### config.mk
export PLATFORM = sky130hd
export DESIGN_NAME = flash_read_arbiter
export DESIGN_NICKNAME = d
export VERILOG_FILES = /design/src/rtl/flash_read_arbiter.sv
export SDC_FILE = /design/constraint.sdc
export NUM_CORES = 1
export LEC_CHECK = 0
export BUFFER_PORTS_ARGS = -buffer_cell sky130_fd_sc_hd__clkbuf_2
export CELL_PAD_IN_SITES_DETAIL_PLACEMENT = 2
export CELL_PAD_IN_SITES_GLOBAL_PLACEMENT = 2
export CORE_ASPECT_RATIO = 1.2
export CORE_MARGIN = 2
export CORE_UTILIZATION = 28
export CTS_CLUSTER_DIAMETER = 200
export CTS_CLUSTER_SIZE = 8
export DETAILED_ROUTE_END_ITERATION = 10
export GPL_ROUTABILITY_DRIVEN = 1
export PLACE_DENSITY_LB_ADDON = 0.05
export RECOVER_POWER = 25
export SLEW_MARGIN = 20
export SYNTH_ARGS = -nofsm -noshare
export SYNTH_HDL_FRONTEND = slang
export SYNTH_SLANG_ARGS = --single-unit
### constraint.sdc
create_clock -name clk -period 3.2 [get_ports clk]
set_input_delay 0.32 -clock clk [delete_from_list [all_inputs] [get_ports clk]]
set_output_delay 0.32 -clock clk [all_outputs]
set_load 0.02 [all_outputs]
### src/rtl/flash_read_arbiter.sv
// Round-robin arbiter sharing one flashNavigator SPI reader among NUM_REQ requesters.
// Serialises reads, routes each captured buffer back to its requester, and aborts stalled reads.
module flash_read_arbiter #(
  parameter int          NUM_REQ       = 3,
  parameter int          MEMORY_LENGTH = 5,
  parameter logic [31:0] TIMEOUT       = 32'd1000000
) (
  input  logic                       clk,
  input  logic                       resetN,
  input  logic [NUM_REQ-1:0]         reqValid,
  input  logic [24*NUM_REQ-1:0]      reqAddress,
  output logic [NUM_REQ-1:0]         reqGrant,
  output logic [NUM_REQ-1:0]         respValid,
  output logic                       respError,
  output logic [MEMORY_LENGTH*8-1:0] respData,
  output logic                       busy,
  output logic [23:0]                navAddress,
  output logic                       navEnable,
  input  logic [MEMORY_LENGTH*8-1:0] navDataBuffer,
  input  logic                       navDataReady
);

  localparam int IDX_W = (NUM_REQ > 1) ? $clog2(NUM_REQ) : 1;
  localparam int DATA_W = MEMORY_LENGTH * 8;
  localparam logic [NUM_REQ-1:0] GRANT_0 = NUM_REQ'(1);

  typedef enum logic [1:0] {
    S_IDLE,
    S_ACTIVE,
    S_RELEASE
  } state_e;

  state_e             state_q, state_d;
  logic [IDX_W-1:0]   last_grant_q, last_grant_d;
  logic [IDX_W-1:0]   winner_q, winner_d;
  logic [23:0]        nav_address_q, nav_address_d;
  logic               nav_enable_q, nav_enable_d;
  logic [NUM_REQ-1:0] req_grant_q, req_grant_d;
  logic [NUM_REQ-1:0] resp_valid_q, resp_valid_d;
  logic               resp_error_q, resp_error_d;
  logic [DATA_W-1:0]  resp_data_q, resp_data_d;
  logic [31:0]        timeout_count_q, timeout_count_d;

  logic               pick_found;
  logic [IDX_W-1:0]   pick_idx;
  logic [23:0]        pick_addr;

  function automatic logic [IDX_W-1:0] rr_index(input logic [IDX_W-1:0] base, input int step);
    return IDX_W'((int'(base) + step) % NUM_REQ);
  endfunction

  // Search begins one past the last winner so the previous winner is considered last.
  always_comb begin
    pick_found = 1'b0;
    pick_idx   = '0;
    pick_addr  = '0;
    for (int k = 1; k <= NUM_REQ; k++) begin
      if (!pick_found && reqValid[rr_index(last_grant_q, k)]) begin
        pick_found = 1'b1;
        pick_idx   = rr_index(last_grant_q, k);
        pick_addr  = reqAddress[24*rr_index(last_grant_q, k) +: 24];
      end
    end
  end

  always_comb begin
    // NOTE: every signal gets a default before the case so no path leaves one unassigned,
    // which would otherwise infer a latch.
    state_d         = state_q;
    last_grant_d    = last_grant_q;
    winner_d        = winner_q;
    nav_address_d   = nav_address_q;
    nav_enable_d    = nav_enable_q;
    req_grant_d     = req_grant_q;
    resp_valid_d    = '0;
    resp_error_d    = 1'b0;
    resp_data_d     = resp_data_q;
    timeout_count_d = timeout_count_q;

    unique case (state_q)
      S_IDLE: begin
        if (pick_found) begin
          winner_d        = pick_idx;
          last_grant_d    = pick_idx;
          nav_address_d   = pick_addr;
          req_grant_d     = GRANT_0 << pick_idx;
          nav_enable_d    = 1'b1;
          timeout_count_d = '0;
          state_d         = S_ACTIVE;
        end
      end
      S_ACTIVE: begin
        if (timeout_count_q != '1) timeout_count_d = timeout_count_q + 32'd1;
        // Data arriving on the timeout cycle still counts as a good read.
        if (navDataReady) begin
          resp_data_d  = navDataBuffer;
          resp_valid_d = GRANT_0 << winner_q;
          nav_enable_d = 1'b0;
          req_grant_d  = '0;
          state_d      = S_RELEASE;
        end else if (timeout_count_q == TIMEOUT - 32'd1) begin
          resp_valid_d = GRANT_0 << winner_q;
          resp_error_d = 1'b1;
          nav_enable_d = 1'b0;
          req_grant_d  = '0;
          state_d      = S_RELEASE;
        end
      end
      S_RELEASE: begin
        // The navigator holds dataReady until it sees enable low; wait it out.
        if (!navDataReady) state_d = S_IDLE;
      end
      default: state_d = S_IDLE;
    endcase
  end

  // NOTE: state registers use non-blocking assignment so every flop samples pre-edge values.
  always_ff @(posedge clk) begin
    if (!resetN) begin
      state_q         <= S_IDLE;
      last_grant_q    <= IDX_W'(NUM_REQ - 1);
      winner_q        <= '0;
      nav_address_q   <= '0;
      nav_enable_q    <= 1'b0;
      req_grant_q     <= '0;
      resp_valid_q    <= '0;
      resp_error_q    <= 1'b0;
      resp_data_q     <= '0;
      timeout_count_q <= '0;
    end else begin
      state_q         <= state_d;
      last_grant_q    <= last_grant_d;
      winner_q        <= winner_d;
      nav_address_q   <= nav_address_d;
      nav_enable_q    <= nav_enable_d;
      req_grant_q     <= req_grant_d;
      resp_valid_q    <= resp_valid_d;
      resp_error_q    <= resp_error_d;
      resp_data_q     <= resp_data_d;
      timeout_count_q <= timeout_count_d;
    end
  end

  assign reqGrant   = req_grant_q;
  assign respValid  = resp_valid_q;
  assign respError  = resp_error_q;
  assign respData   = resp_data_q;
  assign busy       = (state_q != S_IDLE);
  assign navAddress = nav_address_q;
  assign navEnable  = nav_enable_q;

endmodule

**Word level (Yosys, flattened, before mapping)**

Index checks and enable logic that the tools add are counted.

- Logic and storage cells: 86
- Flip-flop bits (word level): 110
- Input port bits: 118

- $mul: 3
- Reductions and logical operators: 14
- Add/subtract/negate cells: 4
- Magnitude comparators: 3
- Equal/unequal tests: 8
- Bitwise operators: 2
- Muxes and demuxes: 34
- Divide/modulo/power cells: 3
- Shift operators: 5

Operator list:

| kind | count |
|---|---|
| 72-bit by 8-bit indexed part select with 24-bit output | 3 |
| 32-bit by 3-bit remainder unit with 32-bit output, second input constant | 3 |
| 24-bit two-way mux | 3 |
| 32-bit two-way mux | 2 |
| 32-bit one-hot mux with 2 select lines | 1 |
| 32-bit by 1-bit adder with 32-bit output, second input constant | 1 |
| 32-bit by 20-bit == test with 1-bit output, second input constant | 1 |
| 32-bit inequality test, second input constant | 1 |
| 3-bit two-way mux | 5 |
| 2-bit two-way mux | 7 |
| 2-bit by 2-bit multiplier with 4-bit output, first input constant | 3 |
| 1-bit two-way mux | 10 |
| 2-bit by 3-bit less-than comparator with 1-bit output, second input constant | 3 |
| 3-bit AND reduction | 3 |
| 2-bit by 2-bit adder with 3-bit output, second input constant | 2 |
| 1-bit binary-select mux with 2-bit select | 3 |
| 2-bit inequality test, second input constant | 3 |
| 2-bit one-hot mux with 3 select lines | 1 |
| 3-bit one-hot mux with 2 select lines | 1 |
| 2-bit AND reduction | 3 |
| 1-bit by 2-bit << shifter with 3-bit output, first input constant | 2 |
| 2-bit nonzero test | 2 |
| 2-bit by 1-bit adder with 3-bit output, second input constant | 1 |
| 3-bit inequality test, second input constant | 1 |
| 8 further kinds | 11 |

**Depth between registers and ports, before layout**

- Depth after elaboration: 14
- Gate-level depth with buffers: 11

**Worst setup path after synthesis**

OpenSTA, ideal clock, no wires.

- Path type: register -> register
- Start: register last_grant_q[0]
- End: register nav_address_q[20] (netlist: navAddress[20])
- Arrival: 2501 ps
- Path slack: 574 ps
- Data required time: 3076 ps
- Cell stages (with the launch flop): 12
- Path through: dfxtp_1 inv_1 ha_1 clkbuf_1 inv_1 mux2_2 a32o_1 and2_1 buf_2 buf_2 a22oi_1 a31oi_1

- Word-level cells in the longest chain between the ends: 12
- Elaborated cells between the ends (all ways): 29
- Classes of those cells: 3 x add/sub; 3 x mul; 3 x div; 3 x shift; 12 x mux; 5 x reduce/logical

RTL lines:

| item | RTL line | text |
|---|---|---|
| start, declared | 34 | `logic [IDX_W-1:0] last_grant_q, last_grant_d;` |
| start signal, assigned | 121 | `last_grant_q <= IDX_W'(NUM_REQ - 1);` |
| start signal, assigned | 132 | `last_grant_q <= last_grant_d;` |
| parallel branches: the longest is 12 deep, another holds 32-bit by 3-bit remainder unit with 32-bit output | -- |  |
| end signal, assigned | 134 | `nav_address_q <= nav_address_d;` |
| end, declared | 36 | `logic [23:0] nav_address_q, nav_address_d;` |

Several ways; the timed one is not identified. The select of a mux whose other input is x is not followed.
A chain may end at the register's enable or synchronous reset.

**Worst setup path after layout**

- Start: register last_grant_q[0]
- End: register timeout_count_q[21]

- Word-level cells in the longest chain between the ends: 13
- Elaborated cells between the ends (all ways): 21
- Classes of those cells: 3 x add/sub; 3 x div; 1 x eq/ne; 9 x mux; 5 x reduce/logical

RTL lines:

| item | RTL line | text |
|---|---|---|
| 2-bit by 1-bit adder with 3-bit output | 49 | `return IDX_W'((int'(base) + step) % NUM_REQ);` |
| 32-bit by 3-bit remainder unit with 32-bit output | 49 |  |
| 1-bit binary-select mux with 2-bit select | 58 | `if (!pick_found && reqValid[rr_index(last_grant_q, k)]) begin` |
| 1-bit two-way mux (not written as such) | 58 |  |
| 1-bit two-way mux | 58 |  |
| 1-bit logical NOT | 58 |  |
| 1-bit logical AND | 58 |  |
| 1-bit two-way mux | 58 |  |
| 1-bit logical NOT | 58 |  |
| 1-bit logical AND | 58 |  |
| 1-bit two-way mux (*) | 58 |  |
| 2-bit inequality test (no line) (*) | -- |  |
| 3-bit AND reduction (no line) (*) | -- |  |
| end signal, assigned | 140 | `timeout_count_q <= timeout_count_d;` |
| end, declared | 42 | `logic [31:0] timeout_count_q, timeout_count_d;` |

Every way passes the cells marked *; elsewhere a longest branch is shown, timed or not. The select of a mux whose other input is x is not followed.

==> flow_summary.json <==
{
  "fin_crit_ns": 2.863,
  "synth-seq-cells": 109,
  "fmax_mhz": 349.2,
  "ys_seq_area_share_pct": 39.31,
  "netlist_instances": 695,
  "clk_pin_slew_ns": 0.08,
  "critPathRequiredTime_ns": 3.49,
  "dieWidth_um": 132.5,
  "ant_nets": 0,
  "area_growth_pct": 26.37,
  "cellPowerDensity_nw_per_um2": 842.0,
  "min_path_type": "in2reg",
  "core_area_um2": 19480,
  "power_mw": 5.907,
  "drt-total-wl_um": 20770,
  "syn_avg_cell_area_um2": 7.988,
  "hold_viol_final": 0,
  "p_leak_nw": 2.645,
  "io_pins": 191,
  "gp_congestion": 0.8054,
  "async_flop_share_pct": 0,
  "cp_max_fo": 24,
  "netlist_area_um2": 5552,
  "dp.final_hpwl_um": 15430,
  "synth_cell_types": 56,
  "critPathArrivalTime_ns": 3.16,
  "max_cap_violations": 0,
  "tightest_slew_ns": 0.5625,
  "max_slew_margin_pct": 62.18,
  "rsz0062_at_grt": "false",
  "ys.flop_type": "dfxtp_1",
  "cts_setup_buffers": 0,
  "final_common_cell": "clkbuf_2",
  "whs_ns": 0.1817,
  "dp_slack_ns": 0.1041,
  "fin_tns_setup_ns": 0,
  "vias_per_cell": 5.134,
  "post-route-period-util_pct": 89.48,
  "die_y_um": 158.3,
  "yosys_warnings": 0,
  "cts_hold_buf": 0,
  "numCtsBuffers": 9,
  "cp-start-kind": "flop",
  "synth_edf_count": 0,
  "fin_ws_ns": 0.3366,
  "cts.sinks": 109,
  "die-area_um2": 20970,
  "first_pass_iters": 4,
  "dr.first_iter.drc_count": 136,
  "setup_viol": 0,
  "grt_max_degree": 56,
  "layout-drive-gt1-share_pct": 22.94,
  "start_util_pct": 28.50,
  "path_class": "reg2reg",
  "wl_per_cell_um": 18.33,
  "grt_usage_pct": 19.72,
  "ctsResizeCount": 0,
  "cts_tree": "done",
  "grt_pass1_wl_um": 32860,
  "clk_path_buf_depth": 2,
  "antennaDiodeCount": 0,
  "synth_nets": 818,
  "drc": 0,
  "vdd_ir_drop_max_mv": 0.3312,
  "status": "completed",
  "rows": 56,
  "grt_overflow": 0,
  "portBuffers": 190,
  "num-nets-final": 990,
  "mostFrequentLayoutCells": "clkbuf_2, nand2_1, dfxtp_1",
  "cts-htree-levels": 3,
  "vias": 5817,
  "worstSkewPairLatency_ns": 0.37,
  "cts-root-buf": "clkbuf_16",
  "slew_violations": 0,
  "fin_skew_ns": 0.01341,
  "grt_pass1_vias": 6397,
  "antenna_found_initial": 0,
  "crit_path_end_kind": "flop"
}
==> layer usage <==
metal	global-route usage (%)	wire length, um	up-vias
met1	20.56	8118	2843
met2	37.92	10930	139
li1	-	-	2800
met3	5.349	1119	35
met5	0	0	-
met4	7.066	595	0
==> path summary, 6_finish.rpt <==
check,startpoint,end,slack (ns),cells past startpoint
max,last_grant_q[0],timeout_count_q[21],0.34,9
min,navDataBuffer[10],respData[10],0.18,3
max reg2reg,last_grant_q[0],timeout_count_q[21],0.34,9
min reg2reg,respData[14],respData[14],0.47,2
==> flip-flops by register name (all words and copies together) (netlist names) <==
register         cells
last_grant_q         2
navAddress          24
navEnable            1
reqGrant             3
respData            40
respError            1
respValid            3
state_q              2
timeout_count_q     32
winner_q             1
==> synthesized netlist by cell type (7+ instances only) <==
cell type / instances / area [um2]
nand2_1: 122 / 457.9
or4_1: 7 / 52.55
nand2b_1: 9 / 56.30
mux2i_1: 23 / 230.2
nor4_1: 11 / 68.82
a21boi_0: 47 / 352.8
inv_1: 10 / 37.54
or3_1: 9 / 56.30
a21oi_1: 24 / 120.1
nor2_1: 66 / 247.7
nand3_1: 26 / 130.1
a31oi_1: 23 / 143.9
clkbuf_1: 35 / 131.4
nand4_1: 7 / 43.79
xnor2_1: 11 / 96.34
o21ai_0: 40 / 200.2
nor3_1: 7 / 35.03
a22oi_1: 20 / 150.1
dfxtp_1: 109 / 2182
==> final cells by class <==
cell class,instances,area (um2)
Clock buffer,9,225.2
Inverter,10,37.54
Multi-Input combinational cell,530,3120
Tap cell,261,326.6
Fill cell,2364,12460
Clock inverter,7,101.3
Sequential cell,109,2182
Timing Repair Buffer,207,1022
==> through the flow <==
stage / std cells / utilization (%) / area (um2)
2_1_floorplan: 695 / - / 5552
3_3_place_gp: 1117 / 34.62 / 6744
3_5_place_dp: 1117 / 34.62 / 6744
4_1_cts: 1133 / 36.30 / 7071
5_1_grt: 1133 / 36.02 / 7015
6_report: 1133 / 36.02 / 7015
==> power breakdown <==
group          switching (mW)  total, mW  internal (mW)
registers               0.147       1.76           1.61
clock network           0.597       1.23          0.636
logic                    1.94       2.92          0.976
total                    2.69       5.91           3.22
==> worst max-delay path: stages (launching register included) <==
cell and delay [ns]:
dfxtp_1 0.43, inv_1 0.12, ha_1 0.43, inv_1 0.18, mux2_2 0.43, a31oi_4 0.23, a21oi_4 0.07, buf_4 0.22
or4_1 0.52, a21oi_1 0.15
==> logic make-up (layout without fill, tap and decap cells) <==
family,count (synthesis),after routing,synth area share (%)
AOI/OAI and AO/OA,183,183,21.75
xor gates and xnor gates,16,16,2.524
adders and majority gates,5,5,1.127
buffers and inverters,56,233,4.553
DFF,109,109,39.31
muxes,27,27,4.958
and+or+nand+nor,299,299,25.78
Note: power is estimated with default switching activity, not from simulation.
